## src/rtl/common.sv

```systemverilog
// Shared memory-pipeline types: ROB id width, store-queue geometry, entry layout
// and the wrap-bit age comparison also used by the issue queues.
package common;

  localparam int ROB_WIDTH = 4;
  localparam int SQ_NUM    = 8;
  localparam int SQ_WIDTH  = 3;
  localparam int SQ_SKID   = 2;

  typedef logic [ROB_WIDTH:0] robid_t;

  typedef struct packed {
    logic        valid;
    logic        committed;
    logic [29:0] addr;
    logic [31:0] data;
    logic [3:0]  mask;
    robid_t      robid;
  } sq_entry_t;

  // True when a is younger than b; the MSB of a robid is the wrap bit.
  function automatic logic rob_younger(input robid_t a, input robid_t b);
    if (a[ROB_WIDTH] == b[ROB_WIDTH])
      return a[ROB_WIDTH-1:0] > b[ROB_WIDTH-1:0];
    else
      return a[ROB_WIDTH-1:0] < b[ROB_WIDTH-1:0];
  endfunction

  // Byte-enable lanes of an access; size 2'b11 is unused and treated as word.
  function automatic logic [3:0] size_mask(input logic [1:0] size, input logic [1:0] ofs);
    logic [3:0] base;
    case (size)
      2'b00:   base = 4'b0001;
      2'b01:   base = 4'b0011;
      default: base = 4'b1111;
    endcase
    return base << ofs;
  endfunction

endpackage

```

## src/rtl/sq_fwd_lookup.sv

```systemverilog
// Store-to-load forwarding search: youngest older overlapping store wins, then
// a full-coverage check decides between forwarding and stalling the load.
module sq_fwd_lookup
  import common::*;
#(
  parameter int SQ_NUM   = common::SQ_NUM,
  parameter int SQ_WIDTH = common::SQ_WIDTH
) (
  input  sq_entry_t [SQ_NUM-1:0] entries,
  input  logic [SQ_WIDTH-1:0]    head,
  input  logic                   ld_valid,
  input  logic [31:0]            ld_addr,
  input  logic [1:0]             ld_size,
  input  logic [ROB_WIDTH:0]     ld_robid,
  output logic                   fwd_hit,
  output logic [31:0]            fwd_data,
  output logic                   fwd_stall
);

  logic [3:0]          ld_mask;
  logic [SQ_NUM-1:0]   match;
  logic [SQ_NUM-1:0]   unused_committed;
  logic                found;
  logic [SQ_WIDTH-1:0] scan_idx;
  logic [SQ_WIDTH-1:0] sel_idx;

  assign ld_mask = size_mask(ld_size, ld_addr[1:0]);

  generate
    for (genvar gi = 0; gi < SQ_NUM; gi++) begin : g_match
      assign match[gi] = entries[gi].valid
                       && (entries[gi].addr == ld_addr[31:2])
                       && (|(entries[gi].mask & ld_mask))
                       && rob_younger(ld_robid, entries[gi].robid);
      assign unused_committed[gi] = entries[gi].committed;
    end
  endgenerate

  // Walk oldest to youngest so the last match seen is the youngest candidate.
  always_comb begin
    found    = 1'b0;
    sel_idx  = '0;
    scan_idx = '0;
    for (int i = 0; i < SQ_NUM; i++) begin
      scan_idx = head + SQ_WIDTH'(i);
      if (match[scan_idx]) begin
        found   = 1'b1;
        sel_idx = scan_idx;
      end
    end

    fwd_hit   = 1'b0;
    fwd_stall = 1'b0;
    fwd_data  = '0;
    if (ld_valid && found) begin
      if ((entries[sel_idx].mask & ld_mask) == ld_mask) begin
        fwd_hit  = 1'b1;
        fwd_data = entries[sel_idx].data;
      end else begin
        fwd_stall = 1'b1;
      end
    end
  end

endmodule

```

## src/rtl/mem_store_queue.sv

```systemverilog
// In-order store queue: buffers executed stores, releases them to the data cache
// after ROB commit, discards speculative entries on flush, forwards to loads.
module mem_store_queue
  import common::*;
#(
  parameter int SQ_NUM   = common::SQ_NUM,
  parameter int SQ_WIDTH = common::SQ_WIDTH,
  parameter int SQ_SKID  = common::SQ_SKID
) (
  input  logic                 clk,
  input  logic                 reset,
  input  logic                 st_valid,
  input  logic [31:0]          st_addr,
  input  logic [31:0]          st_data,
  input  logic [1:0]           st_size,
  input  logic [ROB_WIDTH:0]   st_robid,
  output logic                 sq_full,
  output logic                 sq_empty,
  input  logic                 commit0_valid,
  input  logic [ROB_WIDTH:0]   commit0_robid,
  input  logic                 commit1_valid,
  input  logic [ROB_WIDTH:0]   commit1_robid,
  input  logic                 flush_valid,
  input  logic [ROB_WIDTH:0]   flush_robid,
  input  logic                 ld_valid,
  input  logic [31:0]          ld_addr,
  input  logic [1:0]           ld_size,
  input  logic [ROB_WIDTH:0]   ld_robid,
  output logic                 fwd_hit,
  output logic [31:0]          fwd_data,
  output logic                 fwd_stall,
  output logic                 dc_req_valid,
  output logic [31:0]          dc_req_addr,
  output logic [31:0]          dc_req_data,
  output logic [3:0]           dc_req_mask,
  input  logic                 dc_req_ready
);

  localparam logic [SQ_WIDTH:0] FULL_LEVEL = (SQ_WIDTH+1)'(SQ_NUM - SQ_SKID);

  sq_entry_t [SQ_NUM-1:0] entries_reg, entries_next;
  logic [SQ_WIDTH-1:0]    head_reg, head_next;
  logic [SQ_WIDTH-1:0]    tail_reg, tail_next;
  logic [SQ_WIDTH:0]      count_reg, count_next;
  logic [SQ_NUM-1:0]      committed_c;
  logic [SQ_NUM-1:0]      flushed;
  logic [SQ_WIDTH:0]      flush_cnt;
  logic                   alloc;
  logic                   drain;

  assign alloc = st_valid & ~flush_valid;
  assign drain = dc_req_valid & dc_req_ready;

  // Commit is resolved before flush so a store retiring this cycle survives it.
  generate
    for (genvar gi = 0; gi < SQ_NUM; gi++) begin : g_entry
      assign committed_c[gi] = entries_reg[gi].committed
                             | (entries_reg[gi].valid
                                & ((commit0_valid & (entries_reg[gi].robid == commit0_robid))
                                 | (commit1_valid & (entries_reg[gi].robid == commit1_robid))));
      assign flushed[gi] = flush_valid & entries_reg[gi].valid & ~committed_c[gi]
                         & rob_younger(entries_reg[gi].robid, flush_robid);
    end
  endgenerate

  // Flushed entries form the youngest suffix, so rewinding tail by their count
  // lands on the oldest flushed slot.
  always_comb begin
    flush_cnt = '0;
    for (int i = 0; i < SQ_NUM; i++)
      flush_cnt = flush_cnt + (SQ_WIDTH+1)'(flushed[i]);
  end

  always_comb begin
    entries_next = entries_reg;
    for (int i = 0; i < SQ_NUM; i++) begin
      entries_next[i].committed = committed_c[i];
      if (flushed[i]) begin
        entries_next[i].valid     = 1'b0;
        entries_next[i].committed = 1'b0;
      end
    end
    if (drain) begin
      entries_next[head_reg].valid     = 1'b0;
      entries_next[head_reg].committed = 1'b0;
    end
    if (alloc) begin
      entries_next[tail_reg].valid     = 1'b1;
      entries_next[tail_reg].committed = 1'b0;
      entries_next[tail_reg].addr      = st_addr[31:2];
      entries_next[tail_reg].data      = st_data << {st_addr[1:0], 3'b000};
      entries_next[tail_reg].mask      = size_mask(st_size, st_addr[1:0]);
      entries_next[tail_reg].robid     = st_robid;
    end
    head_next  = head_reg + SQ_WIDTH'(drain);
    tail_next  = tail_reg + SQ_WIDTH'(alloc) - SQ_WIDTH'(flush_cnt);
    count_next = count_reg + (SQ_WIDTH+1)'(alloc) - (SQ_WIDTH+1)'(drain) - flush_cnt;
  end

  always_ff @(posedge clk) begin
    if (reset) begin
      entries_reg <= '0;
      head_reg    <= '0;
      tail_reg    <= '0;
      count_reg   <= '0;
    end else begin
      entries_reg <= entries_next;
      head_reg    <= head_next;
      tail_reg    <= tail_next;
      count_reg   <= count_next;
    end
  end

  assign sq_full      = (count_reg >= FULL_LEVEL);
  assign sq_empty     = (count_reg == '0);
  assign dc_req_valid = entries_reg[head_reg].valid & entries_reg[head_reg].committed;
  assign dc_req_addr  = {entries_reg[head_reg].addr, 2'b00};
  assign dc_req_data  = entries_reg[head_reg].data;
  assign dc_req_mask  = entries_reg[head_reg].mask;

  sq_fwd_lookup #(
    .SQ_NUM   (SQ_NUM),
    .SQ_WIDTH (SQ_WIDTH)
  ) u_fwd (
    .entries   (entries_reg),
    .head      (head_reg),
    .ld_valid  (ld_valid),
    .ld_addr   (ld_addr),
    .ld_size   (ld_size),
    .ld_robid  (ld_robid),
    .fwd_hit   (fwd_hit),
    .fwd_data  (fwd_data),
    .fwd_stall (fwd_stall)
  );

endmodule
```

## config.mk

```make
export PLATFORM = sky130hd
export DESIGN_NAME = mem_store_queue
export DESIGN_NICKNAME = d
export VERILOG_FILES = /design/src/rtl/common.sv /design/src/rtl/sq_fwd_lookup.sv /design/src/rtl/mem_store_queue.sv
export SDC_FILE = /design/constraint.sdc
export NUM_CORES = 2
export LEC_CHECK = 0
export BUFFER_PORTS_ARGS = -buffer_cell sky130_fd_sc_hd__buf_2
export CORE_MARGIN = 4
export CORE_UTILIZATION = 30
export DETAILED_ROUTE_END_ITERATION = 8
export PLACE_DENSITY = 0.54
export SLEW_MARGIN = 30
export SYNTH_ARGS = -nofsm -noshare
export SYNTH_HDL_FRONTEND = slang
export SYNTH_SLANG_ARGS = --single-unit
export TNS_END_PERCENT = 100
```

## constraint.sdc

```tcl
create_clock -name clk -period 16.85 [get_ports clk]
set_input_delay 2.5275 -clock clk [delete_from_list [all_inputs] [get_ports clk]]
set_output_delay 2.5275 -clock clk [all_outputs]
set_load 0.02 [all_outputs]
```

==> metrics.txt <==
# TYPE chip_impl_metric gauge
chip_impl_metric{name="final.period_utilization",unit=""} 0.729
chip_impl_info{name="top_library_cells_by_usage_in_the_layout_fill_and_taps_aside",value="dfxtp_1, a22o_1, nand2_1"} 1
chip_impl_metric{name="slew_headroom",unit=""} 0.192
chip_impl_metric{name="first_global_vias",unit=""} 29200
chip_impl_metric{name="final-max-slew-violation-count",unit=""} 0
chip_impl_metric{name="cp_slowest_stage_delay",unit="ps"} 1030
chip_impl_metric{name="multi_input_area",unit="sq um"} 21100
chip_impl_info{name="run_status",value="finished clean"} 1
chip_impl_metric{name="actual_slew_at_the_worst_max_slew_pin",unit="ps"} 1200
chip_impl_metric{name="cts_resized",unit=""} 0
chip_impl_metric{name="placementRows",unit=""} 123
chip_impl_metric{name="signal_arrival_time_at_the_worst_endpoint",unit="ps"} 9760
chip_impl_metric{name="hold_violations",unit=""} 0
chip_impl_info{name="critical_path.slowest_cell",value="nor4_1"} 1
chip_impl_info{name="hold_path_class",value="register to register"} 1
chip_impl_metric{name="cts_setup_buffers",unit=""} 0
chip_impl_metric{name="synth_edf_count",unit=""} 0
chip_impl_metric{name="post_synth.cell_area_avg",unit="sq um"} 9.68
chip_impl_metric{name="area_growth_syn_to_layout",unit="%"} 14.1
chip_impl_metric{name="core_footprint",unit="sq um"} 113000
chip_impl_info{name="crit_path_start_kind",value="input port"} 1
chip_impl_metric{name="cap_viol_max_count",unit=""} 0
chip_impl_metric{name="wl_per_cell",unit="microns"} 29.2
chip_impl_metric{name="detail_route.vias_per_cell",unit=""} 6.03
chip_impl_info{name="cell_chain_critical_path",value="buf_2 > xnor2_1 > nand4_1 > nor4_1 > o2111ai_2 > mux2i_1 > mux4_2 > a311oi_1 > o211ai_1 > nand2_1 > a21oi_4 > mux2_2 > a2bb2o_4 > a2111o_4 > a2111oi_2 > buf_2"} 1
chip_impl_metric{name="totalNegativeSetupSlack",unit="ps"} 0
chip_impl_metric{name="cts_max_path_buffers",unit=""} 3
chip_impl_metric{name="peakVddDrop",unit="mV"} 0.0859
chip_impl_metric{name="largest_register_ffs",unit=""} 584
chip_impl_info{name="path_class",value="input port to output pin"} 1
chip_impl_metric{name="grt_usage",unit=""} 0.239
chip_impl_metric{name="final_nets",unit=""} 3805
chip_impl_metric{name="synth-warning-count",unit=""} 0
chip_impl_metric{name="maximum_number_of_pins_on_one_net_before_global_route_repair",unit=""} 73
chip_impl_metric{name="drt.antenna.violating_nets",unit=""} 0
chip_impl_metric{name="skew",unit="ps"} 16.7
chip_impl_metric{name="die_height",unit="microns"} 347
chip_impl_metric{name="m1WireLength",unit="mm"} 63.9
chip_impl_metric{name="design.portCount",unit=""} 238
chip_impl_metric{name="layout-drive-gt1-share",unit=""} 0.176
chip_impl_metric{name="latest_clock_arrival_within_the_worst_skew_pair",unit="ps"} 650
chip_impl_metric{name="cell_count_final_fillers_out",unit=""} 5148
chip_impl_metric{name="grt_first_pass_wirelength",unit="mm"} 216
chip_impl_metric{name="die_w",unit="microns"} 347
chip_impl_info{name="top_layer",value="met5"} 1
chip_impl_metric{name="powerDensity",unit="nW/um^2"} 93.9
chip_impl_info{name="unrepaired_setup_endpoints_after_global_routing",value="false"} 1
chip_impl_metric{name="cts_buffers",unit=""} 71
chip_impl_info{name="yosys_most_used_dff",value="dfxtp_1"} 1
chip_impl_metric{name="cp_max_fo",unit=""} 34
chip_impl_info{name="critical_path.endpoint_type",value="output pin"} 1
chip_impl_metric{name="gpl.final_weighted_congestion",unit=""} 1.08
chip_impl_metric{name="asyncSetResetFlopFracSynth",unit=""} 0
chip_impl_metric{name="wl",unit="mm"} 151
chip_impl_metric{name="setup_viol_count_final",unit=""} 0
chip_impl_metric{name="detailed_place_hpwl",unit="mm"} 103
chip_impl_metric{name="cts_hold_buf",unit=""} 0
chip_impl_metric{name="route.vias.total",unit=""} 31000
chip_impl_info{name="tritoncts",value="built"} 1
chip_impl_metric{name="fmax",unit="GHz"} 0.0814
chip_impl_metric{name="port-buffer-count",unit=""} 235
chip_impl_metric{name="final-seq-area",unit="sq um"} 11900
chip_impl_metric{name="cts_sinks",unit=""} 594
chip_impl_metric{name="ys_types",unit=""} 85
chip_impl_metric{name="dr_wl_met3",unit="mm"} 14.7
chip_impl_metric{name="synth.cell_area",unit="sq um"} 34400
chip_impl_info{name="timing.critical_path.mode_cell",value="buf_2"} 1
chip_impl_metric{name="drc_errors",unit=""} 0
chip_impl_metric{name="placed_cells",unit=""} 5008
chip_impl_metric{name="drtIter0Drc",unit=""} 3401
chip_impl_metric{name="globalRoute.totalOverflow",unit=""} 0
chip_impl_metric{name="clkSlewWorstSetupHoldPaths",unit="ps"} 60
chip_impl_metric{name="num-fill-cells",unit=""} 11400
chip_impl_metric{name="fp.dieArea",unit="sq um"} 120000
chip_impl_metric{name="antenna_violations_before_repair",unit=""} 28
chip_impl_metric{name="syn-instance-count",unit=""} 3554
chip_impl_metric{name="cts_htree_levels",unit=""} 3
chip_impl_metric{name="critPathRequiredTime",unit="ps"} 14320
chip_impl_info{name="ctsRootBufferMaster",value="clkbuf_16"} 1
chip_impl_metric{name="detailroute.wirelength.met2",unit="mm"} 66.6
chip_impl_metric{name="total_leakage_power",unit="uW"} 0.0152
chip_impl_metric{name="post-route-min-period",unit="ps"} 12290
chip_impl_metric{name="dr.pass1.iters",unit=""} 6
chip_impl_metric{name="start_util",unit=""} 0.304
chip_impl_info{name="layout.cells.most_common",value="dfxtp_1"} 1
chip_impl_metric{name="synth.ff_latch_count",unit=""} 594
chip_impl_metric{name="yosysSeqAreaShare",unit=""} 0.346
[metal layers]
metal,vias up,global-route usage
li1,13500,-
met1,15600,0.331
met2,1579,0.370
met3,295,0.0514
met4,14,0.0802
met5,-,0
[area by class of cell]
type	count	share of cell area
multi-input cells	2548	0.537
diodes	12	0.000765
repair buffers	289	0.0431
clock buffers	91	0.0495
clock inverters	35	0.0111
flip-flops and latches	594	0.303
well taps	1500	0.0478
inverters	79	0.00762
[metrics by stage]
stage	area (sq um)	setup slack, ps	util	power [uW]	hold WS [ps]
6_report	39200	4560	0.347	3680	501
5_1_grt	39200	4420	0.347	3790	517
4_1_cts	39200	4880	0.346	3700	499
3_5_place_dp	36800	4930	0.325	2100	481
3_3_place_gp	36600	4620	0.324	2100	477
2_1_floorplan	34400	7170	-	1860	459
[critical path: cells and delay by family]
family,cells,cell delay [ps]
simple gates,3,1640
mux,3,1310
xor+xnor,1,510
buf+inv,2,470
compound gates,7,3270
[kinds of logic (layout without fill, tap and decap cells)]
kind of cell / Yosys count / in the layout / share of synthesized area
compound gates: 998 / 998 / 0.236
simple gates: 847 / 847 / 0.119
flops: 594 / 594 / 0.346
buf+inv: 413 / 494 / 0.0476
xor+xnor: 342 / 342 / 0.0871
mux: 265 / 265 / 0.129
fa+ha+maj: 94 / 94 / 0.0358
other cells: 1 / 14 / 0.000109
[synth_stat cells, drive strengths merged (5+ instances only)]
| library cell | number | share of area |
|---|---|---|
| o21ai | 64 | 0.0093 |
| nor4 | 49 | 0.0089 |
| a211oi | 82 | 0.022 |
| a221oi | 8 | 0.0022 |
| a221o | 8 | 0.0023 |
| buf | 109 | 0.014 |
| mux4 | 140 | 0.092 |
| o211a | 5 | 0.0015 |
| o221a | 5 | 0.0016 |
| nand2b | 20 | 0.0036 |
| xor2 | 77 | 0.020 |
| mux2i | 116 | 0.034 |
| nor2 | 100 | 0.011 |
| nand2 | 358 | 0.039 |
| ha | 81 | 0.029 |
| o22ai | 51 | 0.0093 |
| nand4 | 125 | 0.023 |
| mux2 | 9 | 0.0029 |
| a22o | 552 | 0.14 |
| fa | 8 | 0.0047 |
| o211ai | 21 | 0.0047 |
| maj3 | 5 | 0.0016 |
| nand3 | 67 | 0.0097 |
| inv | 77 | 0.0084 |
| or2 | 8 | 0.0015 |
| dfxtp | 594 | 0.35 |
| a21oi | 74 | 0.011 |
| nor2b | 28 | 0.0051 |
| nor3 | 22 | 0.0032 |
| a31oi | 32 | 0.0058 |
| clkbuf | 225 | 0.025 |
| a21o | 24 | 0.0052 |
| and3 | 14 | 0.0025 |
| and2 | 35 | 0.0064 |
| o21a | 5 | 0.0011 |
| a41o | 7 | 0.0020 |
| xnor2 | 265 | 0.067 |
| o2111ai | 9 | 0.0027 |
| a41oi | 7 | 0.0018 |
[worst paths after layout]
check                   startpoint  cells after the start         endpoint  slack (ps)
setup reg to reg  entries_reg[221]                     23     count_reg[3]       10860
hold reg to reg    entries_reg[23]                      1  entries_reg[23]         500
hold / removal     entries_reg[23]                      1  entries_reg[23]         500
setup / recovery       ld_addr[10]                     16     fwd_data[31]        4560
[where the power goes]
| part | total [uW] | leakage, uW | switching, uW | internal [uW] |
|---|---|---|---|---|
| Clock | 1600 | 0.00117 | 668 | 932 |
| Sequential | 1510 | 0.00479 | 58.2 | 1450 |
| Combinational | 576 | 0.00924 | 385 | 190 |
| Total | 3680 | 0.0152 | 1110 | 2570 |
Power figures use the tool's default switching activity.
